$ cat src/rtl/restoring_divider_nbit.sv
// restoring_divider_nbit
// Iterative unsigned restoring divider: N-bit dividend / N-bit divisor gives
// an N-bit quotient and an N-bit remainder, one quotient bit per clock. The
// trial subtract uses the add/sub form (operand inverted, carry-in of 1).
//
// Ports:
//   clk          rising-edge clock
//   reset_n      asynchronous active-low reset
//   start        request a divide; accepted only while ready=1
//   dvnd, dvsr   operands, sampled on the accepting edge only
//   ready        high in IDLE
//   done_tick    one-cycle pulse when quo/rmd/div_by_zero are newly updated
//   quo, rmd     registered quotient/remainder, held until next completion
//   div_by_zero  registered; set with a completion whose divisor was 0
module restoring_divider_nbit #(
  parameter int unsigned N = 4
) (
  input  logic         clk,
  input  logic         reset_n,
  input  logic         start,
  input  logic [N-1:0] dvnd,
  input  logic [N-1:0] dvsr,
  output logic         ready,
  output logic         done_tick,
  output logic [N-1:0] quo,
  output logic [N-1:0] rmd,
  output logic         div_by_zero
);

  localparam int unsigned CW = $clog2(N + 1);

  typedef enum logic [1:0] {
    IDLE,
    OP,
    DONE
  } state_t;

  state_t        state_q, state_d;
  logic [N:0]    rh_q, rh_d;
  logic [N-1:0]  rl_q, rl_d;
  logic [N-1:0]  d_q, d_d;
  logic [CW-1:0] cnt_q, cnt_d;
  logic [N-1:0]  quo_q, quo_d;
  logic [N-1:0]  rmd_q, rmd_d;
  logic          dbz_q, dbz_d;

  // Datapath for one iteration: shift {rh, rl} left, then trial subtract.
  // The partial remainder is always < d, so the shifted value fits in N+1
  // bits and the sign of the N+1-bit difference is a valid compare result.
  logic [N:0]   rh_shifted;
  logic [N:0]   diff;
  logic [N:0]   rh_next;
  logic [N-1:0] rl_next;

  always_comb begin
    rh_shifted = {rh_q[N-1:0], rl_q[N-1]};
    diff       = rh_shifted + ~{1'b0, d_q} + {{N{1'b0}}, 1'b1};
    rh_next    = diff[N] ? rh_shifted : diff;
    rl_next    = {rl_q[N-2:0], ~diff[N]};
  end

  always_comb begin
    state_d = state_q;
    rh_d    = rh_q;
    rl_d    = rl_q;
    d_d     = d_q;
    cnt_d   = cnt_q;
    quo_d   = quo_q;
    rmd_d   = rmd_q;
    dbz_d   = dbz_q;

    unique case (state_q)
      IDLE: begin
        if (start) begin
          rh_d  = '0;
          rl_d  = dvnd;
          d_d   = dvsr;
          cnt_d = CW'(N);
          if (dvsr == '0) begin
            quo_d   = '1;
            rmd_d   = dvnd;
            dbz_d   = 1'b1;
            state_d = DONE;
          end else begin
            state_d = OP;
          end
        end
      end
      OP: begin
        rh_d  = rh_next;
        rl_d  = rl_next;
        cnt_d = cnt_q - CW'(1);
        if (cnt_q == CW'(1)) begin
          quo_d   = rl_next;
          rmd_d   = rh_next[N-1:0];
          dbz_d   = 1'b0;
          state_d = DONE;
        end
      end
      DONE: begin
        state_d = IDLE;
      end
      default: begin
        state_d = IDLE;
      end
    endcase
  end

  always_ff @(posedge clk or negedge reset_n) begin
    if (!reset_n) begin
      state_q <= IDLE;
      rh_q    <= '0;
      rl_q    <= '0;
      d_q     <= '0;
      cnt_q   <= '0;
      quo_q   <= '0;
      rmd_q   <= '0;
      dbz_q   <= 1'b0;
    end else begin
      state_q <= state_d;
      rh_q    <= rh_d;
      rl_q    <= rl_d;
      d_q     <= d_d;
      cnt_q   <= cnt_d;
      quo_q   <= quo_d;
      rmd_q   <= rmd_d;
      dbz_q   <= dbz_d;
    end
  end

  assign ready       = (state_q == IDLE);
  assign done_tick   = (state_q == DONE);
  assign quo         = quo_q;
  assign rmd         = rmd_q;
  assign div_by_zero = dbz_q;

endmodule

$ cat config.mk
export PLATFORM = sky130hd
export DESIGN_NAME = restoring_divider_nbit
export DESIGN_NICKNAME = d
export VERILOG_FILES = /design/src/rtl/restoring_divider_nbit.sv
export SDC_FILE = /design/constraint.sdc
export NUM_CORES = 1
export LEC_CHECK = 0
export ABC_AREA = 1
export CAP_MARGIN = 25
export CELL_PAD_IN_SITES_DETAIL_PLACEMENT = 1
export CELL_PAD_IN_SITES_GLOBAL_PLACEMENT = 1
export CORE_ASPECT_RATIO = 0.6
export CORE_UTILIZATION = 33
export CTS_BUF_LIST = sky130_fd_sc_hd__clkbuf_8
export DETAILED_ROUTE_END_ITERATION = 6
export HOLD_SLACK_MARGIN = 0.05
export PLACE_DENSITY = 0.74
export SETUP_SLACK_MARGIN = 0.1
export SYNTH_ARGS = -nofsm -noshare
export SYNTH_HDL_FRONTEND = slang
export SYNTH_SLANG_ARGS = --single-unit
$ cat constraint.sdc
create_clock -name clk -period 2.1 [get_ports clk]
set_clock_uncertainty 0.05 [all_clocks]
set_input_delay 0.525 -clock clk [delete_from_list [all_inputs] [get_ports clk]]
set_output_delay 0.525 -clock clk [all_outputs]
set_load 0.01 [all_outputs]
==> results.py, run 1 <==
metrics = {
    "yosys": {
        "synthFlopType": "dfrtp_1",
        "synth_cell_types": 25,
        "synth_edf_count": 0,
        "synth_fp_nets": 186,
        "ys_top_cells_by_count": "29 x nand2_1, 26 x dfrtp_1, 25 x inv_1, 20 x nand3_1, 20 x nor2_1",
        "synth-seq-cells": 26,
        "yosysTopAreaCell": "dfrtp_1",
        "post-synth-top-count-cell": "nand2_1",
        "ys_seq_area_share_pct": 47.1,
        "avgSynthCellArea_um2": 8.22,
        "netlist_area_um2": 1380,
        "async_flop_share_pct": 100,
        "yosysTopAreaCellShare_pct": 47.1,
        "synth.area.top_cells": "dfrtp_1 47%, nand2_1 7.9%, nand3_1 7.2%",
        "synth_cells": 168,
        "ys_warn_count": 0,
    },
    "floorplanning": {
        "pin_count": 22,
        "start_util_pct": 36.1,
        "fp.coreArea_um2": 3830,
        "fp.dieW_um": 85.5,
        "num_rows": 17,
        "fp.dieH_um": 52.1,
        "die_area_um2": 4460,
    },
    "worst_hold_path": {
        "min_path_type": "reg -> reg",
    },
    "setup_path": {
        "worst-path-buf-inv": 3,
        "start_kind": "flip-flop",
        "critPathCaptureType": "flip-flop",
        "cpPeakStageDelay_ns": 0.41,
        "critPathMostFrequentCell": "nand2_1",
        "crit_family": "simple AND/OR/NAND/NOR gates",
        "crit_chain": "inv_1, ha_2, fa_2, inv_2, nand2_1, nand2_1, nand3_1, nand2_2, nand3_2, nand3_2, nand2_1, inv_1",
        "worst_ep_required_time_ns": 2.26,
        "cp_max_fo": 5,
        "cpMaxStageDelayCell": "fa_2",
        "crit_type": "reg -> reg",
        "cp.arrival_ns": 2.05,
    },
    "timing": {
        "max_freq_mhz": 529,
        "setup_viol": 0,
        "worst_slew_margin_rel_pct": 77.1,
        "hold_slack_ns": 0.445,
        "finalSetupTns_ns": 0,
        "rsz0062_at_grt": "true",
        "hold_viol": 0,
        "fin_crit_sh_pct": 90.0,
        "drv_slew": 0,
        "min_period_ns": 1.89,
        "worst_pin_slew_ns": 0.344,
    },
    "layout": {
        "diodes": 0,
        "fin_util_pct": 46.4,
        "drive_gt1_share_pct": 17.9,
        "syn2layout_area_growth_pct": 28.7,
        "finalNetCount": 214,
    },
    "clock_network": {
        "htreeDepth": 1,
        "clk_latency_ns": 0.27,
        "cts_tree": "built",
        "cts_buffers": 3,
        "clockRootBuffer": "clkbuf_8",
        "cts_hold_buf": 0,
        "cts.sinks": 26,
        "clock_path_buffers": 2,
        "clk_pin_slew_ns": 0.09,
    },
    "global_routing": {
        "use_met3_pct": 4.44,
        "grt_util_met2_pct": 30.3,
        "antenna_found_initial": 0,
        "globalRouteOverflowTotal": 0,
        "use_met1_pct": 23.4,
        "grt_max_degree": 27,
        "busiest_layer": "met2",
        "grt_pass1_wl_mm": 6.02,
        "grtUsageTotal_pct": 17.6,
        "grt_pass1_vias": 1268,
    },
    "route": {
        "first_pass_iters": 3,
        "routedWlPerCell_um": 15.0,
        "finalWirelength_mm": 3.63,
        "drt_iter0_drc": 70,
        "drc": 0,
        "ant_nets": 0,
        "num_vias": 1203,
        "viasPerCell": 4.97,
    },
    "power": {
        "p_int_mw": 1.59,
        "power.total_mw": 2.89,
        "irDropWorstVdd_uv": 553,
        "power_frac_comb_pct": 57.9,
        "power_frac_clock_pct": 11.3,
        "power_density_nw_per_um2": 1630,
        "power.switching_mw": 1.31,
        "p_leak_nw": 0.874,
        "seqPwrFrac_pct": 30.8,
        "sw_frac_of_total_pct": 45.1,
    },
    "job": {
        "drv_cap": 0,
    },
    "placed_design": {
        "place_hpwl_mm": 2.72,
        "numPortBuffers": 21,
        "gp_congestion": 0.807,
    },
    "run_status": {
        "run_status": "finished, final reports clean",
    },
}
==> worst reg2reg max path, stage by stage, from the launching register on <==
cell     delay (ns)
dfrtp_1        0.36
inv_1          0.06
ha_2           0.20
fa_2           0.41
inv_2          0.07
nand2_1        0.04
nand2_1        0.09
nand3_1        0.08
nand2_2        0.15
nand3_2        0.12
nand3_2        0.10
nand2_1        0.05
inv_1          0.05
==> cell families after synthesis <==
logic type                 after synthesis  synth area share, %
xor gates and xnor gates                 1                0.634
buffers and inverters                   32                 9.51
DFF                                     26                 47.1
adders and majority gates                7                 6.88
AOI/OAI and AO/OA                       26                 10.9
muxes                                    1                0.815
and+or+nand+nor                         75                 24.2
==> power groups by stage <==
stage / sequential, mW / clock, mW / combinational (mW)
after CTS: 0.891 / 0.340 / 1.57
after global routing: 0.921 / 0.362 / 1.88
after floorplan: 0.894 / 0 / 1.01
final: 0.891 / 0.327 / 1.67
after global placement: 0.884 / 0 / 1.47
after detailed placement: 0.899 / 0 / 1.55
==> through the flow <==
stage | cell area (µm²) | setup WS (ns) | cells
3_3_place_gp | 1650 | 0.0885 | 236
3_5_place_dp | 1650 | 0.0349 | 236
2_1_floorplan | 1380 | 0.407 | 168
5_1_grt | 1780 | 0.0656 | 242
4_1_cts | 1720 | 0.103 | 241
6_report | 1780 | 0.211 | 242
==> final timing paths <==
kind	start	endpoint	slack, ns	depth (start not counted)
max in group asynchronous	reset_n	state_q[1]	1.14	2
worst min register to register	cnt_q[2]	cnt_q[2]	0.44	1
worst min-delay path	cnt_q[2]	cnt_q[2]	0.44	1
worst max register to register	rl_q[3]	rmd[2]	0.21	12
worst max-delay path	rl_q[3]	rmd[2]	0.21	12
min in group asynchronous	reset_n	cnt_q[0]	0.58	2
==> cell usage in the layout (no fill, tap or decap), types with 2 or more instances in the layout <==
master            n
o211ai_1          2
dfrtp_1          24
nand3_1          13
buf_4             6
o21ai_0           9
nand3_2           7
inv_1            24
nand2_2           4
a31oi_1           4
dfrtp_2           2
a21oi_1           7
or2_2             2
nor2_1           19
nand2_1          26
inv_2             4
clkbuf_8          4
ha_1              5
clkdlybuf4s50_1  19
==> flip-flops by register name (all words and copies together), names as in the netlist <==
register,cells
rh_q,4
cnt_q,3
div_by_zero,1
state_q,2
quo,4
d_q,4
rmd,4
rl_q,4
==> metal layers <==
metal | share of wire [%] | wire, µm
met5 | 0 | 0
met4 | 0.11 | 4
met2 | 47 | 1690
met3 | 3.6 | 132
met1 | 50 | 1800
==> cell type report <==
type                            count  area (µm²)
Multi-Input combinational cell    110         649
Timing Repair Buffer               27         256
Clock buffer                        4        55.1
Inverter                           28         105
Fill cell                         465        2050
Sequential cell                    26         653
Tap cell                           47        58.8
==> repair_timing <==
| item | 4_1_cts | 5_1_grt |
|---|---|---|
| pin swaps | 0 | 6 |
| gates resized for setup | 3 | 15 |
| buffers inserted | 1 | 1 |
| cloned | 0 | 0 |
| hold endpoints to repair | 0 | 0 |
| setup endpoints to repair | 2 | 10 |
(Power assumes the default switching activity.)
==> inputs of run 2 (changes only) <==
--- a/config.mk
+++ b/config.mk
@@ -10,11 +10,12 @@
 export CELL_PAD_IN_SITES_DETAIL_PLACEMENT = 1
 export CELL_PAD_IN_SITES_GLOBAL_PLACEMENT = 1
 export CORE_ASPECT_RATIO = 0.6
-export CORE_UTILIZATION = 33
+export CORE_MARGIN = 2
+export CORE_UTILIZATION = 40
 export CTS_BUF_LIST = sky130_fd_sc_hd__clkbuf_8
 export DETAILED_ROUTE_END_ITERATION = 6
 export HOLD_SLACK_MARGIN = 0.05
-export PLACE_DENSITY = 0.74
+export PLACE_DENSITY = 0.86
 export SETUP_SLACK_MARGIN = 0.1
 export SYNTH_ARGS = -nofsm -noshare
 export SYNTH_HDL_FRONTEND = slang
==> results.py, run 2 (synthesized netlist as in run 1, its figures left out) <==
metrics = {
    "run_status": {
        "run_status": "finished, final reports clean",
    },
    "setup_path": {
        "start_kind": "flip-flop",
        "rr_endpoint": "rmd[1]",
        "cp_max_fo": 3,
        "worst_ep_required_time_ns": 1.52,
        "cp-startpoint": "state_q[1]",
        "cp.arrival_ns": 1.32,
        "endpoint": "ready",
        "timing.rr.start": "rl_q[3]",
        "r2r_setup_slack_ns": 0.24,
        "critPathCaptureType": "output port",
        "r2r_cells": 11,
        "crit_type": "reg -> out",
    },
    "floorplanning": {
        "num_rows": 16,
        "pin_count": 22,
        "start_util_pct": 42.1,
        "die_area_um2": 3950,
        "fp.dieH_um": 49.5,
        "fp.dieW_um": 79.9,
        "fp.coreArea_um2": 3280,
    },
    "timing": {
        "drv_slew": 0,
        "worst_slew_margin_rel_pct": 77.4,
        "finalSetupTns_ns": 0,
        "hold_slack_ns": 0.445,
        "hold_viol": 0,
        "max_freq_mhz": 528,
        "fin_crit_sh_pct": 90.2,
        "finalWorstSetupSlack_ns": 0.206,
        "setup_viol": 0,
        "rsz0062_at_grt": "true",
        "worst_pin_slew_ns": 0.338,
        "min_period_ns": 1.89,
    },
    "layout": {
        "finalNetCount": 215,
        "syn2layout_area_growth_pct": 28.1,
        "diodes": 0,
        "final_cell_mix": "26 x nand2_1, 25 x inv_1, 24 x dfrtp_1",
        "drive_gt1_share_pct": 16.8,
        "final_common_cell": "nand2_1",
        "fin_area_um2": 1770,
        "fin_cells": 241,
        "fin_util_pct": 53.9,
    },
    "route": {
        "finalWirelength_mm": 3.66,
        "num_vias": 1222,
        "ant_nets": 0,
        "routed.top_layer": "met4",
        "drt_iter0_drc": 51,
        "first_pass_iters": 4,
        "drc": 0,
        "routedWlPerCell_um": 15.2,
        "dr_wl_met2_mm": 1.85,
        "met1_length_mm": 1.69,
        "viasPerCell": 5.07,
        "dr_wl_met3_um": 118,
    },
    "worst_hold_path": {
        "min_path_type": "reg -> reg",
    },
    "global_routing": {
        "grtUsageTotal_pct": 20.0,
        "antenna_found_initial": 0,
        "grt_pass1_wl_mm": 6.13,
        "grt_max_degree": 27,
        "grt_pass1_vias": 1290,
        "globalRouteOverflowTotal": 0,
    },
    "placed_design": {
        "numPortBuffers": 21,
        "pre_cts_ws_ns": 0.0363,
        "placed_area_um2": 1650,
        "gp_congestion": 0.826,
        "place_hpwl_mm": 2.83,
        "dp.cells": 234,
    },
    "clock_network": {
        "clockRootBuffer": "clkbuf_8",
        "cts.sinks": 26,
        "clk_pin_slew_ns": 0.09,
        "cts_tree": "built",
        "cts_hold_buf": 0,
        "clk_latency_ns": 0.27,
        "htreeDepth": 1,
        "clock_path_buffers": 2,
        "cts_buffers": 3,
    },
    "power": {
        "irDropWorstVdd_uv": 704,
        "power_density_nw_per_um2": 1640,
        "power.total_mw": 2.90,
        "p_leak_nw": 0.867,
    },
    "job": {
        "drv_cap": 0,
    },
}
-- run 2: layout make-up --
| type | instances | area [µm²] |
|---|---|---|
| fill | 412 | 1510 |
| clock buffer | 4 | 55.1 |
| inverter | 28 | 105 |
| timing repair buffer | 28 | 260 |
| sequential | 26 | 653 |
| multi-input combinational | 110 | 639 |
| tap | 45 | 56.3 |
-- run 2: layer usage --
layer  GRT usage (%)  vias up
met2            36.3       21
li1                -      591
met3            4.03        2
met5               0        -
met4            1.13        0
met1            26.2      608
-- run 2: how the worst min path moves through the flow --
stage                      startpoint           to  cells after the start
final                     div_by_zero  div_by_zero                      2
after global routing      div_by_zero  div_by_zero                      2
after global placement       cnt_q[2]     cnt_q[2]                      1
after detailed placement  div_by_zero  div_by_zero                      2
after floorplan               reset_n     cnt_q[0]                      0
after CTS                 div_by_zero  div_by_zero                      2
-- run 2: critical path, cell delays in order (launching register included) --
cell	delay [ns]
dfrtp_2	0.45
buf_4	0.16
nor2_2	0.15
dlygate4sd2_1	0.29
-- run 2: power by group --
group | leakage [nW] | switching (mW) | internal [mW]
clock network | 0.0288 | 0.155 | 0.168
logic | 0.534 | 0.985 | 0.694
registers | 0.304 | 0.159 | 0.741
total | 0.867 | 1.30 | 1.60
-- run 2: repair_timing --
| action | CTS | global route |
|---|---|---|
| setup endpoints to repair | 3 | 9 |
| cloned | 0 | 0 |
| pin swaps | 0 | 4 |
| gates resized for setup | 6 | 9 |
| setup buffers | 1 | 2 |
